--- config.mk ---
export PLATFORM = sky130hd
export DESIGN_NAME = fetch_ctrl_flat
export DESIGN_NICKNAME = d
export VERILOG_FILES = /design/src/rtl/fetch_pkg.sv /design/src/rtl/fetch_ctrl_if.sv /design/src/rtl/Adder.sv /design/src/rtl/fetch_skid.sv /design/src/rtl/fetch_ctrl.sv /design/src/flat_wrapper.sv
export SDC_FILE = /design/constraint.sdc
export NUM_CORES = 1
export LEC_CHECK = 0
export ABC_CLOCK_PERIOD_IN_PS = 7450
export BUFFER_PORTS_ARGS = -buffer_cell sky130_fd_sc_hd__buf_4
export CORE_UTILIZATION = 57
export DETAILED_ROUTE_END_ITERATION = 7
export PLACE_DENSITY = 0.81
export RECOVER_POWER = 50
export SETUP_SLACK_MARGIN = 0.02
export SYNTH_ARGS = -nofsm -noshare
export SYNTH_HDL_FRONTEND = slang
export SYNTH_SLANG_ARGS = --single-unit
--- constraint.sdc ---
create_clock -name clk -period 7.45 [get_ports clk]
set_clock_uncertainty 0.1 [all_clocks]
set_input_delay 0.3725 -clock clk [delete_from_list [all_inputs] [get_ports clk]]
set_output_delay 0.3725 -clock clk [all_outputs]
set_load 0.02 [all_outputs]
--- src/rtl/fetch_pkg.sv ---
// Shared types and constants for the instruction fetch controller.
package fetch_pkg;

    localparam int          INSTR_W          = 32;
    localparam logic [31:0] DEFAULT_RESET_PC = 32'h0000_0000;
    localparam logic [INSTR_W-1:0] NOP       = 32'h0000_0000;

    typedef enum logic [1:0] {
        IDLE = 2'd0,
        REQ  = 2'd1,
        DROP = 2'd2,
        HOLD = 2'd3
    } fetch_state_t;

    // One fetched instruction together with the address it came from.
    typedef struct packed {
        logic [31:0]        addr;
        logic [INSTR_W-1:0] data;
    } fetch_entry_t;

    // Signed word offset turned into a byte displacement.
    function automatic logic [31:0] branch_disp(input logic [15:0] offset);
        return {{14{offset[15]}}, offset, 2'b00};
    endfunction

endpackage

--- src/rtl/fetch_ctrl_if.sv ---
// Instruction-memory request/acknowledge bus between fetch and memory.
interface fetch_ctrl_if;
    import fetch_pkg::*;

    logic               imem_req;
    logic [31:0]        imem_addr;
    logic               imem_ack;
    logic [INSTR_W-1:0] imem_rdata;

    modport master (
        output imem_req,
        output imem_addr,
        input  imem_ack,
        input  imem_rdata
    );

    modport slave (
        input  imem_req,
        input  imem_addr,
        output imem_ack,
        output imem_rdata
    );

endinterface

--- src/rtl/Adder.sv ---
// Generic ripple adder with carry in/out, shared across the datapath.
module Adder #(
    parameter int WIDTH = 32
) (
    input  logic [WIDTH-1:0] a,
    input  logic [WIDTH-1:0] b,
    input  logic             cin,
    output logic [WIDTH-1:0] sum,
    output logic             cout
);

    assign {cout, sum} = {1'b0, a} + {1'b0, b} + {{WIDTH{1'b0}}, cin};

endmodule

--- src/rtl/fetch_skid.sv ---
// One-entry skid buffer catching a word that arrives while IF/ID is stalled.
module fetch_skid
    import fetch_pkg::*;
(
    input  logic         clk,
    input  logic         rst,
    input  logic         load,
    input  logic         unload,
    input  logic         clear,
    input  fetch_entry_t load_entry,
    output logic         full,
    output fetch_entry_t entry
);

    always_ff @(posedge clk or negedge rst) begin
        if (!rst) begin
            full <= 1'b0;
        end else if (clear) begin
            full <= 1'b0;
        end else if (load) begin
            full <= 1'b1;
        end else if (unload) begin
            full <= 1'b0;
        end
    end

    // NOTE: the payload has no reset; it is only read while full is set.
    always_ff @(posedge clk) begin
        if (load && !clear) begin
            entry <= load_entry;
        end
    end

endmodule

--- src/rtl/fetch_ctrl.sv ---
// Instruction fetch controller: one outstanding imem request, IF/ID register
// backed by a skid buffer, and branch redirect that drops in-flight data.
module fetch_ctrl
    import fetch_pkg::*;
#(
    parameter logic [31:0] RESET_PC = DEFAULT_RESET_PC
) (
    input  logic               clk,
    input  logic               rst,
    input  logic               stall,
    input  logic               br_taken,
    input  logic [31:0]        br_pc,
    input  logic [15:0]        br_offset,
    fetch_ctrl_if.master       imem,
    output logic [31:0]        pc,
    output logic [INSTR_W-1:0] instr,
    output logic               valid
);

    fetch_state_t state;
    logic [31:0]  fetch_pc;
    logic [31:0]  req_addr;
    logic         req_q;

    logic [31:0]  pc_plus4;
    logic [31:0]  br_target;
    logic         pc4_cout_unused;
    logic         tgt_cout_unused;

    logic         transfer;
    logic         ifid_free;
    logic         req_pending;

    logic         skid_load;
    logic         skid_unload;
    logic         skid_full;
    fetch_entry_t skid_in;
    fetch_entry_t skid_out;

    Adder #(.WIDTH(32)) u_pc_inc (
        .a    (fetch_pc),
        .b    (32'd4),
        .cin  (1'b0),
        .sum  (pc_plus4),
        .cout (pc4_cout_unused)
    );

    Adder #(.WIDTH(32)) u_br_tgt (
        .a    (br_pc),
        .b    (branch_disp(br_offset)),
        .cin  (1'b0),
        .sum  (br_target),
        .cout (tgt_cout_unused)
    );

    assign transfer  = req_q & imem.imem_ack;
    assign ifid_free = ~valid | ~stall;
    // A redirect may only leave REQ/DROP immediately if nothing is left in flight.
    assign req_pending = ((state == REQ) || (state == DROP)) && !transfer;

    assign skid_in     = '{addr: fetch_pc, data: imem.imem_rdata};
    assign skid_load   = (state == REQ) && transfer && !ifid_free && !br_taken;
    assign skid_unload = (state == HOLD) && skid_full && !stall && !br_taken;

    fetch_skid u_skid (
        .clk        (clk),
        .rst        (rst),
        .load       (skid_load),
        .unload     (skid_unload),
        .clear      (br_taken),
        .load_entry (skid_in),
        .full       (skid_full),
        .entry      (skid_out)
    );

    assign imem.imem_req  = req_q;
    assign imem.imem_addr = req_addr;

    // NOTE: all state below uses non-blocking assignments so every branch sees
    // the pre-edge values of fetch_pc, valid and state.
    always_ff @(posedge clk or negedge rst) begin
        if (!rst) begin
            state    <= IDLE;
            fetch_pc <= RESET_PC;
            req_addr <= RESET_PC;
            req_q    <= 1'b0;
            pc       <= 32'h0000_0000;
            instr    <= NOP;
            valid    <= 1'b0;
        end else if (br_taken) begin
            fetch_pc <= br_target;
            valid    <= 1'b0;
            req_q    <= 1'b1;
            if (req_pending) begin
                state <= DROP;
            end else begin
                state    <= REQ;
                req_addr <= br_target;
            end
        end else begin
            case (state)
                IDLE: begin
                    state    <= REQ;
                    req_q    <= 1'b1;
                    req_addr <= fetch_pc;
                end
                REQ: begin
                    if (transfer && ifid_free) begin
                        pc       <= fetch_pc;
                        instr    <= imem.imem_rdata;
                        valid    <= 1'b1;
                        fetch_pc <= pc_plus4;
                        req_addr <= pc_plus4;
                    end else if (skid_load) begin
                        state <= HOLD;
                        req_q <= 1'b0;
                    end else if (!stall) begin
                        valid <= 1'b0;
                    end
                end
                DROP: begin
                    // The old word is thrown away; fetch_pc already holds the target.
                    if (transfer) begin
                        state    <= REQ;
                        req_addr <= fetch_pc;
                    end
                end
                HOLD: begin
                    if (skid_unload) begin
                        pc       <= skid_out.addr;
                        instr    <= skid_out.data;
                        valid    <= 1'b1;
                        fetch_pc <= pc_plus4;
                        req_addr <= pc_plus4;
                        req_q    <= 1'b1;
                        state    <= REQ;
                    end
                end
                default: begin
                    state <= IDLE;
                    req_q <= 1'b0;
                end
            endcase
        end
    end

endmodule

--- src/flat_wrapper.sv ---
// flat-port wrapper written by rule: the top's interface ports become plain ports
module fetch_ctrl_flat import fetch_pkg::*;
#(
    parameter logic [31:0] RESET_PC = DEFAULT_RESET_PC
)
  (clk, rst, stall, br_taken, br_pc, br_offset, pc, instr, valid, imem_imem_req, imem_imem_addr, imem_imem_ack, imem_imem_rdata);
  fetch_ctrl_if imem_i ();
  input  logic clk;
  input  logic rst;
  input  logic stall;
  input  logic br_taken;
  input  logic [31:0] br_pc;
  input  logic [15:0] br_offset;
  output logic [31:0] pc;
  output logic [INSTR_W-1:0] instr;
  output logic valid;
  output wire logic [$bits(imem_i.imem_req)-1:0] imem_imem_req;
  output wire logic [$bits(imem_i.imem_addr)-1:0] imem_imem_addr;
  input wire logic [$bits(imem_i.imem_ack)-1:0] imem_imem_ack;
  input wire logic [$bits(imem_i.imem_rdata)-1:0] imem_imem_rdata;
  assign imem_imem_req = imem_i.imem_req;
  assign imem_imem_addr = imem_i.imem_addr;
  assign imem_i.imem_ack = imem_imem_ack;
  assign imem_i.imem_rdata = imem_imem_rdata;
  fetch_ctrl #(.RESET_PC(RESET_PC)) u_core (.clk(clk), .rst(rst), .stall(stall), .br_taken(br_taken), .br_pc(br_pc), .br_offset(br_offset), .imem(imem_i), .pc(pc), .instr(instr), .valid(valid));
endmodule
# After elaboration in Yosys (flattened, before gate mapping)
# Cells that the tools add are included.
dict set report classes {
  bitwise_logic 5
  reduce_logical 25
  n_eq_ne 13
  muxes 34
  n_addsub 2
}
# cell count
set ops {}
lappend ops {{32-bit 2-to-1 mux} 10}
lappend ops {{32-bit one-hot mux with 2 select lines} 3}
lappend ops {{32-bit one-hot mux with 4 select lines} 1}
lappend ops {{32-bit by 3-bit adder with 32-bit output, second input constant} 1}
lappend ops {{32-bit adder} 1}
lappend ops {{4-bit AND reduction} 5}
lappend ops {{2-bit 2-to-1 mux} 6}
lappend ops {{1-bit 2-to-1 mux} 11}
lappend ops {{1-bit logical AND} 9}
lappend ops {{3-bit != test, second input constant} 3}
lappend ops {{4-bit != test, second input constant} 2}
lappend ops {{2-bit one-hot mux with 4 select lines} 1}
lappend ops {{3-bit by 2-bit != test with 1-bit output, second input constant} 2}
lappend ops {{3-bit nonzero test} 2}
lappend ops {{2-bit equality test, second input constant} 2}
lappend ops {{1-bit logical NOT} 4}
lappend ops {{2-bit != test, second input constant} 2}
lappend ops {{4-bit nonzero test} 1}
lappend ops {{1-bit inverter} 3}
lappend ops {{1-bit one-hot mux with 3 select lines} 1}
lappend ops {{3-bit AND reduction} 1}
lappend ops {{2-bit by 1-bit equality test with 1-bit output, second input constant} 1}
lappend ops {{2-bit logical NOT} 1}
lappend ops {{2-bit by 1-bit != test with 1-bit output, second input constant} 1}
lappend ops {{5 further kinds} 5}
dict set report word_totals {
  elab_cells 89
  out_inout_bits 98
  regBits 197
  inputBits 85
}

# Depth between registers and ports, before layout
# Gate-level depths: netlist of the first run.
dict set report depth {
  ltp_word 9
  depth_mapped 11
}

# Cells and area by module
# From an unflattened synthesis of the first run, not the netlist that was laid out.
dict set report unflattened {
  hier_cells 1186
  hier_area_um2 12732.2
}
# module n_inst area_each_um2 cells_each
set modules_own_cells {}
lappend modules_own_cells {fetch_ctrl 1 7194.4 613}
lappend modules_own_cells {fetch_skid 1 1969.4 69}
lappend modules_own_cells {{Adder at u_core.u_br_tgt} 1 1854.3 259}
lappend modules_own_cells {{Adder at u_core.u_pc_inc} 1 1714.1 245}

# Worst setup path after synthesis of the first run
# No wires, ideal clock.
dict set report synth_timing {
  path_type {input-to-reg}
  start {input port br_taken}
  end {register u_core.u_skid.entry[0] (netlist name) (enable)}
  t_required_ns 6.769
  t_arrival_ns 5.533
  slack_ns 1.236
  path_stages 3
  path_cell_list {clkbuf_1 clkbuf_1 nor3b_1}
}
dict set report synth_via {
  elab_chain_cells 3
}
# element line
set synth_rtl {}
lappend synth_rtl {{start: declaration} flat_wrapper.sv:11} ;# input logic br_taken;
lappend synth_rtl {{1-bit logical NOT (*)} {fetch_skid.sv:29, fetch_ctrl.sv:62}}
lappend synth_rtl {{1-bit logical AND} fetch_ctrl.sv:62} ;# assign skid_load = (state == REQ) && transfer && !ifid_free && !br_taken;
lappend synth_rtl {{1-bit logical AND (*)} fetch_skid.sv:29} ;# if (load && !clear) begin
lappend synth_rtl {{end signal: assignment} fetch_skid.sv:30} ;# entry <= load_entry;
lappend synth_rtl {{end: declaration} fetch_skid.sv:12} ;# output fetch_entry_t entry
# Every way passes the cells marked *; elsewhere a longest branch is shown, timed or not.
# A chain may end at the register's enable or synchronous reset.

# Final worst setup path of the first run
dict set report layout_timing {
  start {input port br_taken}
  end {register u_core.req_addr[29] (netlist: u_core.imem.imem_addr[29])}
}
dict set report layout_via {
  elab_chain_cells 4
}
# element line
set layout_rtl {}
lappend layout_rtl {{1-bit logical NOT} fetch_ctrl.sv:63} ;# assign skid_unload = (state == HOLD) && skid_full && !stall && !br_taken;
lappend layout_rtl {{1-bit logical AND} fetch_ctrl.sv:63}
lappend layout_rtl {{3-bit by 2-bit != test with 1-bit output (no source line)} -}
lappend layout_rtl {{4-bit AND reduction (no source line)} -}
lappend layout_rtl {{end signal: assignment} fetch_ctrl.sv:98} ;# req_addr <= br_target;
lappend layout_rtl {{end signal: assignment} fetch_ctrl.sv:105} ;# req_addr <= fetch_pc;
lappend layout_rtl {{end signal: assignment} fetch_ctrl.sv:113} ;# req_addr <= pc_plus4;
lappend layout_rtl {{end: declaration} fetch_ctrl.sv:22} ;# logic [31:0] req_addr;
# Parallel ways exist; a longest one is shown, timed or not.

==> impl_summary.log, run 1 <==
[metrics] area share of the largest cell type after synthesis: 0.319
[metrics] total power divided by cell area: 370 nW/um^2
[metrics] violations in the final reports: max-capacitance violations, max-slew violations
[metrics] Commonest cells post-synth: nand2_1 (144), dfrtp_1 (133), o21ai_0 (100)
[metrics] post-synth net total: 1158
[metrics] relative contribution of sequential cells to total power: 0.384
[metrics] netlist area before placement: 10400 sq um
[metrics] Arr. time, crit path: 4710 ps
[metrics] clock buffer depth: 2
[metrics] global-route met2 utilization: 0.403
[metrics] # H-tree levels: 4
[metrics] Total GRT Usage: 0.260
[metrics] wire length of the first global-routing pass: 38000 um
[metrics] core box area: 18000 sq um
[metrics] insertion delay to the later sink of the worst-skew pair: 430 ps
[metrics] width of the die: 137 um
[metrics] Leakage Power: 4.98 nW
[metrics] Syn-to-layout area delta: 15.6%
[metrics] average footprint of a synthesized cell: 10.1 sq um
[metrics] overall via count from detail_route: 8285
[metrics] Warnings, synthesis: 0
[metrics] setup slack at placement: 3880 ps
[metrics] Final Wtd Congestion: 0.893
[metrics] TritonCTS buffer count: 17
[metrics] internal power: 2.61 mW
[metrics] clock tree from TritonCTS: built
[metrics] number of max-slew violations in the final report: 62
[metrics] clock tree sinks: 197
[metrics] setup-violating endpoint count in the final report: 0
[metrics] startpoint kind of the worst setup timing path: input port
[metrics] most area-consuming cells after synthesis: dfrtp_1 (32%), edfxtp_1 (18%), mux2i_1 (6.6%)
[metrics] Top delay family on crit path: buffers and inverters
[metrics] ratio of cells with drive above 1 in the final layout: 0.0946
[metrics] Starting DRT DRC Count: 672
[metrics] num ports: 183
[metrics] relative contribution of combinational cells to total power: 0.409
[metrics] global routing met1 resource utilization: 0.372
[metrics] clock period minus final worst setup slack: 4530 ps
[metrics] number of antenna violations at the first check in global routing: 0
[metrics] sum of overflow across all layers after global routing: 0
[metrics] HPWL Detailed: 16800 um
[metrics] predominant post-synthesis flop cell: dfrtp_1
[metrics] part of the Yosys area used for sequential elements: 0.502
[metrics] upper clock frequency limit: 221 MHz
[metrics] DIE HEIGHT: 137 um
[metrics] fraction of power consumed by the clock network: 0.207
[metrics] switching power of the nets: 1.85 mW
[metrics] Slew @ Worst Pin: 3040 ps
[metrics] class of the tightest hold or removal check: in -> reg
[metrics] total iterations of the first detailed-routing run: 5
[metrics] Seq cells post-synth: 197
[metrics] EDFF count, synth: 64
[metrics] sw frac: 0.415
[metrics] initial standard-cell utilization of the core: 0.582
[metrics] most instantiated library cell after synthesis: nand2_1
[metrics] RSZ-0062 raised after global routing: no
[metrics] fraction of registers with async set or reset after synthesis: 0.675
[metrics] final antenna diode count: 0
[metrics] worst setup path class: in -> reg
[metrics] post-synthesis cell type count: 61
[metrics] pin count of the biggest net entering global routing: 129
[metrics] status: finished, violations left
[metrics] reported max-cap violation count: 1
[metrics] Max VDD drop: 0.000196 V
[metrics] Rel. slew slack: -1.03
[metrics] sequence of cells on the critical path: clkbuf_1, clkinv_1, buf_4, nor2_1, and3_1, a31o_1, a311oi_2
[metrics] synthesized netlist cell count: 1038
[metrics] area enclosed by the die boundary: 18900 sq um
[metrics] Buf+Inv Stages, Crit Path: 3
[metrics] largest fanout of any net on the critical path: 61
[metrics] met3 Use GR: 0.0464
[metrics] via count of the first global-routing pass: 7575
[metrics] delay of the slowest cell on the worst path: 2100 ps
[metrics] total DRC errors in the routed layout: 0
[metrics] smallest setup slack after layout: 2920 ps
[metrics] count of input and output buffers: 182
[metrics] # rows: 49
[metrics] total negative slack for setup checks: 0 ps
[metrics] post-CTS clock slew at the launch and capture registers of the worst setup and hold paths: 70 ps
[metrics] wire length after detailed routing: 24300 um
[metrics] highest-utilization routing layer at the global route stage: met2
[metrics] antenna-violating nets left: 0
[metrics] number of vias per cell: 5.82
[metrics] number of gates resized after cts: 0
[metrics] final-report hold violation count: 0
[metrics] library cell used as clock root buffer: clkbuf_16
[metrics] period utilization: 0.608
[metrics] Wirelength per Cell: 17.1 um
[metrics] kind of end point of the critical path: register
[metrics] Synth area leader: dfrtp_1
[metrics] required time of the critical path: 7640 ps
[metrics] cell type of the slowest stage on the worst timing path: clkbuf_1
[metrics] Final nets: 1301
## final cells by class
class,count,area [sq um]
Sequential cell,197,5250
Multi-Input combinational cell,764,4920
Timing Repair Buffer,188,978
Inverter,13,48.8
Tap cell,229,287
Clock inverter,9,126
Fill cell,1488,5890
Clock buffer,23,468
## power groups by stage
stage,clock network (mW),logic (mW),registers [mW]
detailed placement,0,2.04,1.74
finish,0.923,1.83,1.72
global placement,0,1.99,1.73
global route,0.978,2.02,1.76
floorplan,0,1.05,1.96
CTS,0.939,2.05,1.72
## path summary, 6_finish.rpt
path | start | end | slack (ps) | cells past startpoint
hold reg to reg | u_core.fetch_pc[1] | u_core.u_skid.entry[33] | 370 | 0
max in group asynchronous | rst | u_core.imem.imem_addr[23] | 5590 | 3
min in group asynchronous | rst | u_core.instr[29] | 460 | 2
setup reg to reg | u_core.fetch_pc[2] | u_core.fetch_pc[26] | 4360 | 9
hold / removal | imem_imem_rdata[4] | u_core.u_skid.entry[4] | 50 | 1
setup / recovery | br_taken | u_core.imem.imem_addr[29] | 2920 | 7
## metal layers
metal / vias to the layer above / share of wire
met1: 3950 / 0.46
met4: 0 / 0.015
li1: 3998 / -
met3: 25 / 0.067
met5: - / 0
met2: 312 / 0.46
## cells in the final DEF (no fill, tap or decap), types with 33 or more instances in the layout
cell | synthesis | routed
nor2_1 | 78 | 78
ha_1 | 34 | 33
o21ai_0 | 100 | 100
dfrtp_1 | 133 | 133
a21oi_1 | 52 | 52
mux2i_1 | 69 | 69
clkbuf_1 | 54 | 121
edfxtp_1 | 64 | 64
buf_4 | 2 | 55
xnor2_1 | 51 | 51
nand2_1 | 144 | 143
## metrics by stage
stage	area [sq um]	util	cells	hold WS, ps	power (mW)
CTS	12500	0.697	1423	9.27	4.71
global route	12100	0.672	1423	35.1	4.75
floorplan	10400	-	1038	-23.1	3.01
finish	12100	0.672	1423	52.1	4.47
global placement	11900	0.663	1390	354	3.71
detailed placement	11900	0.663	1390	363	3.78
## timing repair
| item | 4_1_cts | 5_1_grt |
|---|---|---|
| hold buffers | 1 | 0 |
| endpoints found under the hold margin | 78 | 0 |
| buffers inserted | 0 | 0 |
## cell families after synthesis
| logic type | count (synthesis) | share of synthesized area |
|---|---|---|
| AO/OA/AOI/OAI | 259 | 0.150 |
| XOR/XNOR | 83 | 0.0696 |
| adder cells (fa/ha/maj) | 35 | 0.0426 |
| buffers and inverters | 77 | 0.0293 |
| flip-flops | 197 | 0.502 |
| multiplexers | 73 | 0.0704 |
| AND/OR/NAND/NOR | 314 | 0.135 |
## flip-flops by register name (all words and copies together) (netlist names)
| signal | cells |
|---|---|
| u_core.instr | 32 |
| u_core.fetch_pc | 32 |
| u_core.state | 2 |
| u_core.u_skid.full | 1 |
| u_core.u_skid.entry | 64 |
| u_core.imem.imem_req | 1 |
| u_core.pc | 32 |
| u_core.imem.imem_addr | 32 |
| u_core.valid | 1 |
Power figures use the tool's default switching activity.
==> run 2, diff against run 1 <==
- ABC_CLOCK_PERIOD_IN_PS: 7450 -> 4200
- clock period: 7.45 -> 4.2 ns (I/O delays scaled with it)
==> impl_summary.log, run 2 (same netlist as run 1, synthesis figures left out) <==
[metrics] Rel. slew slack: -0.677 (+0.352)
[metrics] area enclosed by the die boundary: 18900 sq um (unchanged)
[metrics] wire length of the first global-routing pass: 39000 um (+2.8%)
[metrics] Hold Worst Slack: 138 ps (+86.2 ps)
[metrics] delay of the slowest cell on the worst path: 550 ps (-1550 ps)
[metrics] upper clock frequency limit: 336 MHz
[metrics] period utilization: 0.708
[metrics] largest fanout of any net on the critical path: 7 (-89%)
[metrics] number of vias per cell: 5.85 (+0.42%)
[metrics] # rows: 49 (unchanged)
[metrics] worst setup path class: reg -> reg
[metrics] number of antenna violations at the first check in global routing: 0 (unchanged)
[metrics] required time of the critical path: 4400 ps (-3240 ps)
[metrics] total negative slack for setup checks: 0 ps (unchanged)
[metrics] clock buffer depth: 2 (unchanged)
[metrics] setup-violating endpoint count in the final report: 0 (unchanged)
[metrics] class of the tightest hold or removal check: in -> reg
[metrics] commonest non-fill, non-tap cell in the layout: nand2_1
[metrics] startpoint kind of the worst setup timing path: register
[metrics] sequence of cells on the critical path: ha_1, nand3_1, nor4_1, nand3_1, or3_1, nor2_1, and3_1, xnor2_1, o21ai_1
[metrics] reported max-cap violation count: 1 (unchanged)
[metrics] antenna-violating nets left: 0 (unchanged)
[metrics] most used cells in the layout excluding fill and tap cells: nand2_1 (143), dfrtp_1 (133), clkbuf_1 (112), o21ai_0 (100), nor2_1 (78)
[metrics] cell occurring most often along the worst timing path: nand3_1
[metrics] status: finished, violations left
[metrics] library cell used as clock root buffer: clkbuf_16
[metrics] cell type of the slowest stage on the worst timing path: nor4_1
[metrics] total power of the final layout: 7.94 mW (+78%)
[metrics] sum of overflow across all layers after global routing: 0 (unchanged)
[metrics] top register by number of flip-flops: u_core.u_skid.entry
[metrics] Slew @ Worst Pin: 2520 ps (-527 ps)
[metrics] Total GRT Usage: 0.268 (+0.00810)
[metrics] Top delay family on crit path: simple AND/OR/NAND/NOR gates
[metrics] via count of the first global-routing pass: 7922 (+4.6%)
[metrics] pin count of the biggest net entering global routing: 129 (unchanged)
[metrics] Wirelength per Cell: 17.3 um (+1.1%)
[metrics] Buf+Inv Stages, Crit Path: 0 (-3)
[metrics] number of gates resized after cts: 0 (unchanged)
[metrics] Final Wtd Congestion: 0.898 (+0.54%)
[metrics] total iterations of the first detailed-routing run: 5 (unchanged)
[metrics] number of fillers in the final layout: 1450 (-2.6%)
[metrics] ratio of cells with drive above 1 in the final layout: 0.103 (+0.00844)
[metrics] wire length after detailed routing: 25200 um (+3.8%)
[metrics] total DRC errors in the routed layout: 0 (unchanged)
[metrics] insertion delay to the later sink of the worst-skew pair: 430 ps (about the same)
[metrics] kind of end point of the critical path: register
[metrics] clock period minus final worst setup slack: 2980 ps
[metrics] HPWL Detailed: 16900 um (+0.67%)
[metrics] RSZ-0062 raised after global routing: no
[metrics] clock tree from TritonCTS: built
[metrics] placed instance count: 1393 (+0.22%)
[metrics] count of input and output buffers: 182 (unchanged)
[metrics] Max VDD drop: 0.000443 V (+130%)
[metrics] Leakage Power: 5.16 nW (+3.7%)
[metrics] DIE HEIGHT: 137 um (unchanged)
[metrics] final-report hold violation count: 0 (unchanged)
[metrics] post-CTS clock slew at the launch and capture registers of the worst setup and hold paths: 70 ps (about the same)
[metrics] overall via count from detail_route: 8542 (+3.1%)
[metrics] num ports: 183 (unchanged)
[metrics] clock tree sinks: 197 (unchanged)
[metrics] Arr. time, crit path: 3170 ps (-1540 ps)
[metrics] violations in the final reports: max-capacitance violations, max-slew violations
[metrics] # H-tree levels: 4 (unchanged)
[metrics] width of the die: 137 um (unchanged)
[metrics] final instance count without filler cells: 1461 (+2.7%)
[metrics] TritonCTS buffer count: 17 (unchanged)
[metrics] number of max-slew violations in the final report: 102 (+65%)
[metrics] final antenna diode count: 0 (unchanged)
[metrics] Syn-to-layout area delta: 19.2%
[metrics] Final nets: 1339 (+2.9%)
[metrics] Starting DRT DRC Count: 667 (-0.74%)
[metrics] core box area: 18000 sq um (unchanged)
[metrics] Largest register FFs: 64 (unchanged)
[metrics] initial standard-cell utilization of the core: 0.582 (unchanged)
[metrics] total power divided by cell area: 638 nW/um^2 (+72%)
## run 2: changes by cell type in the layout (fill, tap and decap cells not counted), sizes merged
cell         previous run  this run
dlygate4sd3             1        36
clkbuf                154       147
buf                    56        62
clkinv                  4         7
inv                    13        16
bufinv                  3         1
## run 2: through the flow
stage	util	area, sq um	setup WS, ps
3_3_place_gp	0.665	12000	876
2_1_floorplan	-	10500	296
3_5_place_dp	0.665	12000	839
6_report	0.693	12500	1220
5_1_grt	0.693	12500	933
4_1_cts	0.716	12900	1280
## run 2: repair_timing
action	CTS	global route
setup buffers	0	0
hold buffers	36	0
endpoints found under the hold margin	161	0
## run 2: tightest hold or removal path, delay by kind of cell
kind	cells	cell delay (ps)
and+or+nand+nor	1	70
AOI/OAI and AO/OA	1	130
buffers and inverters	1	90
xor gates and xnor gates	1	120
## run 2: path summary, 6_finish.rpt
| kind | from | end | slack, ps | depth (start not counted) |
|---|---|---|---|---|
| max in group asynchronous | rst | u_core.imem.imem_addr[23] | 1450 | 3 |
| setup / recovery | u_core.fetch_pc[2] | u_core.fetch_pc[26] | 1220 | 9 |
| hold / removal | br_pc[31] | u_core.imem.imem_addr[31] | 140 | 4 |
| setup reg to reg | u_core.fetch_pc[2] | u_core.fetch_pc[26] | 1220 | 9 |
| min in group asynchronous | rst | u_core.instr[31] | 1000 | 2 |
| hold reg to reg | u_core.fetch_pc[0] | u_core.u_skid.entry[32] | 370 | 0 |
## run 2: per-layer routing
metal	global-route usage	vias up	part of all wire
li1	-	4084	-
met1	0.364	4071	0.45
met2	0.430	338	0.47
met3	0.0486	49	0.065
met4	0.0965	0	0.019
met5	0	-	0
## run 2: final cells by class
cell class	count	area, sq um	area share
Timing Repair Buffer	226	1380	0.111
Multi-Input combinational cell	764	4920	0.395
Tap cell	229	287	0.0230
Clock inverter	13	125	0.0100
Inverter	13	48.8	0.00392
Sequential cell	197	5250	0.422
Clock buffer	19	433	0.0348
## run 2: where the power goes
part	internal (mW)	switching (mW)	total (mW)
combinational	1.15	2.20	3.35
clock	0.826	0.712	1.54
sequential	2.57	0.476	3.05
